<file path="src/rtl/huffman_pkg.sv">
// huffman_pkg: shared types and sizing for the Huffman stream packer.
//   pack_state_t  : packer FSM states (RUN, FLUSH, LAST)
//   DEF_*         : default symbol, code and output-word widths
//   acc_width()   : accumulator width needed for one word plus one code
package huffman_pkg;

    typedef enum logic [1:0] {
        RUN   = 2'd0,
        FLUSH = 2'd1,
        LAST  = 2'd2
    } pack_state_t;

    localparam int DEF_SYM_W      = 7;
    localparam int DEF_MAX_CODE_W = 10;
    localparam int DEF_OUT_W      = 8;

    // A symbol is only accepted while fewer than OUT_W bits are held,
    // so the accumulator never needs more than OUT_W + MAX_CODE_W bits.
    function automatic int acc_width(input int out_w, input int max_code_w);
        return out_w + max_code_w;
    endfunction

endpackage

</file>
<file path="src/rtl/huffman_table.sv">
// huffman_table: combinational ASCII -> Huffman code lookup.
//   ascii        in  SYM_W       symbol (7-bit ASCII)
//   huffman_code out MAX_CODE_W  code, right-aligned
//   bit_length   out LEN_W       code length; 0 = symbol not in the code book
// The code book is sized for codes up to 10 bits and lengths up to 10.
module huffman_table
    import huffman_pkg::*;
#(
    parameter int SYM_W      = DEF_SYM_W,
    parameter int MAX_CODE_W = DEF_MAX_CODE_W,
    parameter int LEN_W      = 4
) (
    input  logic [SYM_W-1:0]      ascii,
    output logic [MAX_CODE_W-1:0] huffman_code,
    output logic [LEN_W-1:0]      bit_length
);

    logic [9:0] code10;
    logic [3:0] len4;

    always_comb begin
        code10 = '0;
        len4   = '0;
        case (ascii)
            SYM_W'(32):  begin code10 = 10'b0000000000; len4 = 4'd2;  end // ' '
            SYM_W'(101): begin code10 = 10'b0000000010; len4 = 4'd3;  end // e
            SYM_W'(116): begin code10 = 10'b0000000011; len4 = 4'd3;  end // t
            SYM_W'(97):  begin code10 = 10'b0000001000; len4 = 4'd4;  end // a
            SYM_W'(111): begin code10 = 10'b0000001001; len4 = 4'd4;  end // o
            SYM_W'(105): begin code10 = 10'b0000001010; len4 = 4'd4;  end // i
            SYM_W'(110): begin code10 = 10'b0000001011; len4 = 4'd4;  end // n
            SYM_W'(115): begin code10 = 10'b0000011000; len4 = 4'd5;  end // s
            SYM_W'(104): begin code10 = 10'b0000011001; len4 = 4'd5;  end // h
            SYM_W'(114): begin code10 = 10'b0000011010; len4 = 4'd5;  end // r
            SYM_W'(100): begin code10 = 10'b0000110110; len4 = 4'd6;  end // d
            SYM_W'(108): begin code10 = 10'b0000110111; len4 = 4'd6;  end // l
            SYM_W'(117): begin code10 = 10'b0001110000; len4 = 4'd7;  end // u
            SYM_W'(99):  begin code10 = 10'b0011100010; len4 = 4'd8;  end // c
            SYM_W'(109): begin code10 = 10'b0111000110; len4 = 4'd9;  end // m
            SYM_W'(122): begin code10 = 10'b1110001110; len4 = 4'd10; end // z
            SYM_W'(120): begin code10 = 10'b1110001111; len4 = 4'd10; end // x
            default:     begin code10 = 10'b0000000000; len4 = 4'd0;  end
        endcase
    end

    assign huffman_code = MAX_CODE_W'(code10);
    assign bit_length   = LEN_W'(len4);

endmodule

</file>
<file path="src/rtl/huffman_stream_packer.sv">
// huffman_stream_packer: streams symbols through huffman_table and packs the
// variable-length codes MSB-first into OUT_W-bit words.
//   clk, rst_n            clock, asynchronous active-low reset
//   in_valid/in_ready     symbol handshake; in_sym symbol, in_last ends a message
//   out_valid/out_ready   word handshake; out_data packed bits (first bit at MSB)
//   out_bits              valid bits in out_data counted from the MSB
//   out_last              final word of a message
//   err                   sticky: a length-0 (unmapped) symbol was accepted
// Optional build macro HUFF_STATS_EN adds saturating counters sym_cnt and
// bit_cnt (accepted symbols / packed code bits) and the CNT_W parameter.
module huffman_stream_packer
    import huffman_pkg::*;
#(
    parameter int SYM_W      = DEF_SYM_W,
    parameter int MAX_CODE_W = DEF_MAX_CODE_W,
    parameter int LEN_W      = 4,
    parameter int OUT_W      = DEF_OUT_W
`ifdef HUFF_STATS_EN
    ,
    parameter int CNT_W      = 16
`endif
) (
    input  logic                       clk,
    input  logic                       rst_n,
    input  logic                       in_valid,
    output logic                       in_ready,
    input  logic [SYM_W-1:0]           in_sym,
    input  logic                       in_last,
    output logic                       out_valid,
    input  logic                       out_ready,
    output logic [OUT_W-1:0]           out_data,
    output logic [$clog2(OUT_W+1)-1:0] out_bits,
    output logic                       out_last,
    output logic                       err
`ifdef HUFF_STATS_EN
    ,
    output logic [CNT_W-1:0]           sym_cnt,
    output logic [CNT_W-1:0]           bit_cnt
`endif
);

    localparam int ACC_W  = acc_width(OUT_W, MAX_CODE_W);
    localparam int FILL_W = $clog2(ACC_W + 1);
    localparam int OB_W   = $clog2(OUT_W + 1);
    localparam logic [FILL_W-1:0] WORD_FILL = FILL_W'(OUT_W);

    pack_state_t           state_q, state_d;
    logic [ACC_W-1:0]      acc_q, acc_d;
    logic [FILL_W-1:0]     fill_q, fill_d;
    logic                  err_q, err_d;

    logic [MAX_CODE_W-1:0] tbl_code, code_m;
    logic [LEN_W-1:0]      tbl_len, pad;
    logic [ACC_W-1:0]      ins;
    logic                  in_fire, pop;

    huffman_table #(
        .SYM_W      (SYM_W),
        .MAX_CODE_W (MAX_CODE_W),
        .LEN_W      (LEN_W)
    ) u_table (
        .ascii        (in_sym),
        .huffman_code (tbl_code),
        .bit_length   (tbl_len)
    );

    // Output decode uses state/fill/acc registers only: no in_* -> out_* path.
    assign in_ready  = (state_q == RUN) && (fill_q < WORD_FILL);
    assign out_valid = (state_q == LAST) || (fill_q >= WORD_FILL);
    assign out_data  = acc_q[ACC_W-1 -: OUT_W];
    assign out_last  = (state_q == LAST) || (state_q == FLUSH && fill_q == WORD_FILL);
    assign out_bits  = !out_valid        ? '0 :
                       (state_q == LAST) ? OB_W'(fill_q) : OB_W'(OUT_W);
    assign err       = err_q;

    assign in_fire = in_valid && in_ready;
    assign pop     = out_valid && out_ready;

    always_comb begin
        acc_d   = acc_q;
        fill_d  = fill_q;
        state_d = state_q;
        err_d   = err_q;

        // Drop any stray bits above the code length, then move the code's
        // MSB to the accumulator MSB and slide it down below the held bits.
        code_m = tbl_code & ~({MAX_CODE_W{1'b1}} << tbl_len);
        pad    = LEN_W'(MAX_CODE_W) - tbl_len;
        ins    = ({code_m, {OUT_W{1'b0}}} << pad) >> fill_q;

        case (state_q)
            RUN: begin
                if (in_fire) begin
                    acc_d  = acc_q | ins;
                    fill_d = fill_q + FILL_W'(tbl_len);
                    if (tbl_len == '0) err_d = 1'b1;
                    if (in_last) state_d = FLUSH;
                end else if (pop) begin
                    acc_d  = acc_q << OUT_W;
                    fill_d = fill_q - WORD_FILL;
                end
            end
            FLUSH: begin
                if (fill_q > WORD_FILL) begin
                    if (pop) begin
                        acc_d  = acc_q << OUT_W;
                        fill_d = fill_q - WORD_FILL;
                    end
                end else if (fill_q == WORD_FILL) begin
                    // Exactly one full word left: it is itself the last word.
                    if (pop) begin
                        acc_d   = '0;
                        fill_d  = '0;
                        state_d = RUN;
                    end
                end else begin
                    state_d = LAST;
                end
            end
            LAST: begin
                if (pop) begin
                    acc_d   = '0;
                    fill_d  = '0;
                    state_d = RUN;
                end
            end
            default: state_d = RUN;
        endcase
    end

    always_ff @(posedge clk or negedge rst_n) begin
        if (!rst_n) begin
            state_q <= RUN;
            acc_q   <= '0;
            fill_q  <= '0;
            err_q   <= 1'b0;
        end else begin
            state_q <= state_d;
            acc_q   <= acc_d;
            fill_q  <= fill_d;
            err_q   <= err_d;
        end
    end

`ifdef HUFF_STATS_EN
    logic [CNT_W-1:0] sym_cnt_q, bit_cnt_q;
    logic [CNT_W:0]   bit_sum;

    assign bit_sum = {1'b0, bit_cnt_q} + (CNT_W+1)'(tbl_len);

    always_ff @(posedge clk or negedge rst_n) begin
        if (!rst_n) begin
            sym_cnt_q <= '0;
            bit_cnt_q <= '0;
        end else if (in_fire) begin
            if (~&sym_cnt_q) sym_cnt_q <= sym_cnt_q + CNT_W'(1);
            bit_cnt_q <= bit_sum[CNT_W] ? '1 : bit_sum[CNT_W-1:0];
        end
    end

    assign sym_cnt = sym_cnt_q;
    assign bit_cnt = bit_cnt_q;
`endif

endmodule

</file>
<file path="config.mk">
export PLATFORM = sky130hd
export DESIGN_NAME = huffman_stream_packer
export DESIGN_NICKNAME = d
export VERILOG_FILES = /design/src/rtl/huffman_pkg.sv /design/src/rtl/huffman_table.sv /design/src/rtl/huffman_stream_packer.sv
export SDC_FILE = /design/constraint.sdc
export NUM_CORES = 1
export LEC_CHECK = 0
export CORE_ASPECT_RATIO = 1.1
export CORE_MARGIN = 2
export CORE_UTILIZATION = 65
export DETAILED_ROUTE_END_ITERATION = 6
export PLACE_DENSITY = 0.88
export SLEW_MARGIN = 0
export SYNTH_ARGS = -nofsm -noshare
export SYNTH_HDL_FRONTEND = slang
export SYNTH_SLANG_ARGS = --single-unit
</file>
<file path="constraint.sdc">
create_clock -name clk -period 7.5 [get_ports clk]
set_input_delay 2.25 -clock clk [delete_from_list [all_inputs] [get_ports clk]]
set_output_delay 2.25 -clock clk [all_outputs]
set_load 0.02 [all_outputs]
</file>
# ---- After elaboration in Yosys (flattened, before gate mapping)
# Index checks and enable logic that the tools add are counted.
dict set report totals {
  output_inout_bits 16
  inputBits 12
  mem_count 0
  wordCells 79
  register_bits 26
  mem_bits_rw 0
  latchBits 0
  rom_bits 0
}
dict set report op_classes {
  n_addsub 3
  div_mod_pow 0
  magnitude_cmp 3
  shifts 3
  mul 0
  mux 22
  n_eq_ne 24
  bitwise_logic 3
  reduce_logical 17
}
# op count
set ops {}
lappend ops {{$pmux 10 s16} 1}
lappend ops {{$eq 7x7->1 const B} 16}
lappend ops {{$mux 18} 5}
lappend ops {{$pmux 18 s3} 1}
lappend ops {{$pmux 4 s9} 1}
lappend ops {{$mux 5} 5}
lappend ops {{$or 18x18->18} 1}
lappend ops {{$shl 18x4->18} 1}
lappend ops {{$shr 18x5->18} 1}
lappend ops {{$pmux 5 s3} 1}
lappend ops {{$and 10x10->10} 1}
lappend ops {{$mux 2} 5}
lappend ops {{$not 10->10} 1}
lappend ops {{$shl 10x4->10 const A} 1}
lappend ops {{$mux 4} 2}
lappend ops {{$eq 7x6->1 const B} 1}
lappend ops {{$ne 2x2->1 const B} 3}
lappend ops {{$pmux 2 s3} 1}
lappend ops {{$reduce_and 3->1} 2}
lappend ops {{$reduce_or 2->1} 3}
lappend ops {{$add 5x4->5} 1}
lappend ops {{$eq 5x4->1 const B} 1}
lappend ops {{$ge 5x4->1 const B} 1}
lappend ops {{$gt 5x4->1 const B} 1}
lappend ops {{other kinds (14)} 18}

# ---- Longest topological paths before layout
# Gate-level depths: netlist of the first run.
dict set report logic_depth {
  word_depth 11
  ltp_mapped 17
  depth_no_buf 14
}

# ---- Modules after synthesis
# A second synthesis of the first run with hierarchy kept.
dict set report unflattened {
  cells_unflattened 518
  area_unflattened_um2 3718.6
}
# module area_each_um2 cells_each instances seq_area_each_um2
set modules_own_cells {}
lappend modules_own_cells {huffman_stream_packer 3193.1 436 1 650.6}
lappend modules_own_cells {huffman_table 525.5 82 1 0.0}

# ---- Worst setup path before layout of the first run
# Ideal clock, no wire load.
dict set report synth_path {
  kind {input -> register}
  from {input port in_sym[4]}
  to {register acc_q[14]}
  n_path_buf 3
  path_stages 16
  required_time_ns 7.377
  arrival_time_ns 5.730
  setup_slack_ns 1.646
  setup_time_ns 0.123
  path_cell_list {buf_2 -> buf_4 -> nor4bb_1 -> a21oi_1 -> o21ai_0 -> ha_1 -> inv_1 -> ha_1 -> clkbuf_1 -> and3b_1 -> o2111a_1 -> a222oi_1 -> a21bo_2 -> mux4_2 -> a211oi_1 -> o21ai_1}
}
dict set report synth_via {
  elab_chain_cells 11
  elab_cells_between_ends 33
  cone_classes {1 x add/sub; 17 x eq/ne; 3 x shift; 4 x mux; 3 x bitwise; 5 x reduce/logical}
}
# element line_no
set synth_lines {}
lappend synth_lines {{start, declared} huffman_stream_packer.sv:27} ;# input logic [SYM_W-1:0] in_sym,
lappend synth_lines {{$eq 7x7->1} huffman_table.sv:24} ;# case (ascii)
lappend synth_lines {{$reduce_or 4->1 (no line) (tied with other cells)} -}
lappend synth_lines {{$pmux 4 s9} huffman_table.sv:24}
lappend synth_lines {{$shl 10x4->10} huffman_stream_packer.sv:87} ;# code_m = tbl_code & ~({MAX_CODE_W{1'b1}} << tbl_len);
lappend synth_lines {{$not 10->10} huffman_stream_packer.sv:87}
lappend synth_lines {{$and 10x10->10} huffman_stream_packer.sv:87}
lappend synth_lines {{$shl 18x4->18 (*)} huffman_stream_packer.sv:89} ;# ins = ({code_m, {OUT_W{1'b0}}} << pad) >> fill_q;
lappend synth_lines {{$shr 18x5->18 (*)} huffman_stream_packer.sv:89}
lappend synth_lines {{$or 18x18->18 (*)} huffman_stream_packer.sv:94} ;# acc_d = acc_q | ins;
lappend synth_lines {{$mux 18 (*)} huffman_stream_packer.sv:93} ;# if (in_fire) begin
lappend synth_lines {{$pmux 18 s3 (*)} huffman_stream_packer.sv:91} ;# case (state_q)
lappend synth_lines {{end signal, assigned} huffman_stream_packer.sv:134} ;# acc_q <= '0;
lappend synth_lines {{end signal, assigned} huffman_stream_packer.sv:139} ;# acc_q <= acc_d;
lappend synth_lines {{end, declared} huffman_stream_packer.sv:48} ;# logic [ACC_W-1:0] acc_q, acc_d;
# Mark *: on every way between the ends. The rest lies on a longest branch, timed or not.
# A chain may end at the register's enable or synchronous reset.

# ---- Worst setup path in the final report of the first run
dict set report layout_path {
  from {input port in_sym[3]}
  to {register acc_q[8]}
}
# The elaborated chain is that of the path after synthesis.

==> flow_summary.yaml, run 1 <==
synth:
  synth_common_cells: "nand2_1 (52), nor2_1 (35), a21oi_1 (30)"
  synth_top_area_share_pct: 18.89
  yosysMostFrequentCell: "nand2_1"
  ys_seq_elements: 26
  avgSynthCellArea_um2: 7.638
  synth_cells: 451
  yosysWarningCount: 0
  syn_area_um2: 3445
  synth_edf_count: 0
  synth_fp_nets: 476
  ys_async_sr_fraction_pct: 100.0
  ys.flop_type: "dfrtp_1"
  yosysSeqAreaShare_pct: 18.89
  synth_area_leader_cell: "dfrtp_1"
  ys_types: 85
  synth_top_cells_by_area: "dfrtp_1 (19%), nand2_1 (5.7%), a21oi_1 (4.4%)"
clocking:
  clockRootBuffer: "clkbuf_8"
  cts_made_buffers: 3
  cts.hold.buffers_added: 0
  clk_pin_slew_ns: 0.09
  htree_levels: 1
  postCtsSetupBuffers: 0
  ctsResizeCount: 0
  clock_path_buffers: 2
  cts_tree: "yes"
  clock_latency_ns: 0.27
  clock_sinks: 26
pwr:
  power_mw: 0.9593
  leakagePower_nw: 1.422
  ir_drop_v: 0.0001725
  power.density_nw_per_um2: 263.9
critical_path:
  worstReg2RegEnd: "acc_q[0]"
  worst_ep_required_time_ns: 7.66
  worst-setup-path-type: "input pin to register"
  r2r_start: "fill_q[3]"
  crit_path_end_kind: "register"
  r2r_slack_ns: 3.83
  worst-path-max-fanout: 20
  cp-startpoint: "in_sym[3]"
  reg2regPathDepth: 9
  critPathCapture: "acc_q[8]"
  arrival_ns: 6.91
  startpoint_type: "input pin"
detailed_routing:
  drtIter0Drc: 469
  drc: 0
  drt-vias-per-instance: 7.431
  wl_met3_um: 777
  top_layer: "met4"
  wl_met2_mm: 4.900
  ant_nets: 0
  drt-wirelength-per-cell_um: 19.72
  firstDrtPassIters: 6
  dr_total_vias: 3723
  drt-total-wl_mm: 9.882
  met1_length_mm: 3.880
global_route:
  grt_first_pass_wirelength_mm: 15.86
  grt.overflow.total: 0
  antenna_found_initial: 0
  track_usage_pct: 33.68
  grt_pass1_vias: 3232
  grt_max_degree: 27
floorplan:
  die_area_um2: 5898
  initial_core_util_pct: 67.98
  dieHeight_um: 80.35
  fp-row-count: 27
  dieWidth_um: 73.41
  boundaryPins: 28
  coreArea_um2: 5067
timing:
  slew-limit-headroom_pct: 46.99
  setup_tns_ns: 0
  finalMaxSlewViolations: 0
  final_min_period_over_clock_period_pct: 89.99
  fin_hold_ws_ns: 0.5314
  worst_pin_slew_ns: 0.7898
  clock_skew_ns: 0.002205
  fin_crit_ns: 6.749
  grt_setup_unrepaired: "no"
  hold_violations: 0
  setup_viol: 0
  setup_ws_ns: 0.7508
  maxClockFrequency_ghz: 0.1482
place:
  numPortBuffers: 27
  routabilityCongestion: 0.9481
  dp_cells: 498
  pre_cts_ws_ns: 0.5912
  dpl.hpwl_mm: 7.277
layout:
  area_growth_pct: 5.521
  diodes: 0
  nNetsFinal: 470
  drive_above_1_share_pct: 8.126
  final_cells: 501
run_status:
  status: "completed"
flow_run:
  max_cap_violations: 0
worst_hold_path:
  min_path_type: "register to register"
cells by family after synthesis:
kind of cell	synth area share, %
muxes	4.068
buffers and inverters	8.572
and+or+nand+nor	24.56
adders and majority gates	4.940
DFF	18.89
xor gates and xnor gates	0.7629
AOI/OAI and AO/OA	38.21
worst max-delay path, cell delays in order:
cell and delay [ns]:
clkdlybuf4s50_1 0.53, buf_4 0.26, or2_1 0.29, nand4bb_1 0.24, o21ai_0 0.23, ha_1 0.27, inv_1 0.05, ha_1 0.65
and3b_1 0.28, o2111a_1 0.17, a222oi_1 0.47, a21boi_0 0.29, nor2_1 0.09, o2bb2ai_1 0.29, a211oi_1 0.12, o41a_1 0.40
layer usage:
| layer | up-vias | GRT usage (%) |
|---|---|---|
| met5 | - | 0 |
| met4 | 0 | 11.45 |
| met3 | 39 | 2.384 |
| met2 | 248 | 58.65 |
| met1 | 1740 | 43.55 |
| li1 | 1696 | - |
through the flow:
stage / util (%) / cell area, um^2
detailed placement: 70.91 / 3593
finish: 71.73 / 3635
global route: 71.73 / 3635
CTS: 71.73 / 3635
floorplan: - / 3445
global placement: 70.91 / 3593
cell type report:
cell class                      count  area [um^2]
Multi-Input combinational cell    366         2499
Fill cell                         424         1433
Sequential cell                    26        650.6
Timing Repair Buffer               33        315.3
Tap cell                           58        72.57
Inverter                           15        56.30
Clock buffer                        3        41.29
power breakdown:
part	switching [mW]	total (mW)	internal, mW
registers	0.0603	0.231	0.171
clock network	0.0469	0.0830	0.0361
logic	0.408	0.645	0.237
total	0.516	0.959	0.444
sequential cells by signal, indices dropped and copies added, names as in the netlist:
signal	flops
state_q	2
fill_q	5
acc_q	18
err	1
worst min-delay path by stage:
| stage | from | endpoint | slack [ns] | depth (start not counted) |
|---|---|---|---|---|
| global route | acc_q[6] | acc_q[6] | 0.55 | 2 |
| finish | acc_q[4] | acc_q[4] | 0.53 | 2 |
| CTS | err | err | 0.52 | 1 |
| floorplan | acc_q[5] | acc_q[5] | 0.46 | 2 |
| detailed placement | err | err | 0.49 | 1 |
| global placement | acc_q[5] | acc_q[5] | 0.48 | 2 |
placed cells by master (no fill, tap or decap), drive strengths merged, types with 7 or more instances in the layout:
cell           netlist  final
a211oi               8      8
a21o                 7      7
a21oi               31     31
a31o                10     10
a31oi                8      8
and2                12     12
clkdlybuf4s50        0     27
dfrtp               26     26
ha                  12     12
inv                 13     13
nand2               52     52
nand3                9      9
nor2                35     35
nor2b                7      7
nor3                 8      8
o21ai               35     35
o31ai                7      7
(Power assumes the default switching activity.)
==> run 2, diff against run 1 <==
HOLD_SLACK_MARGIN = 0.03   (was default)
SKIP_LAST_GASP = 1   (was default)
==> results of run 2 <==
No change in the layout: final DEF, timing and power equal those of run 1.
==> run 3, diff against run 2 <==
CTS_CLUSTER_SIZE = 20   (was default)
==> results of run 3 <==
No change in the layout: final DEF, timing and power equal those of run 1.
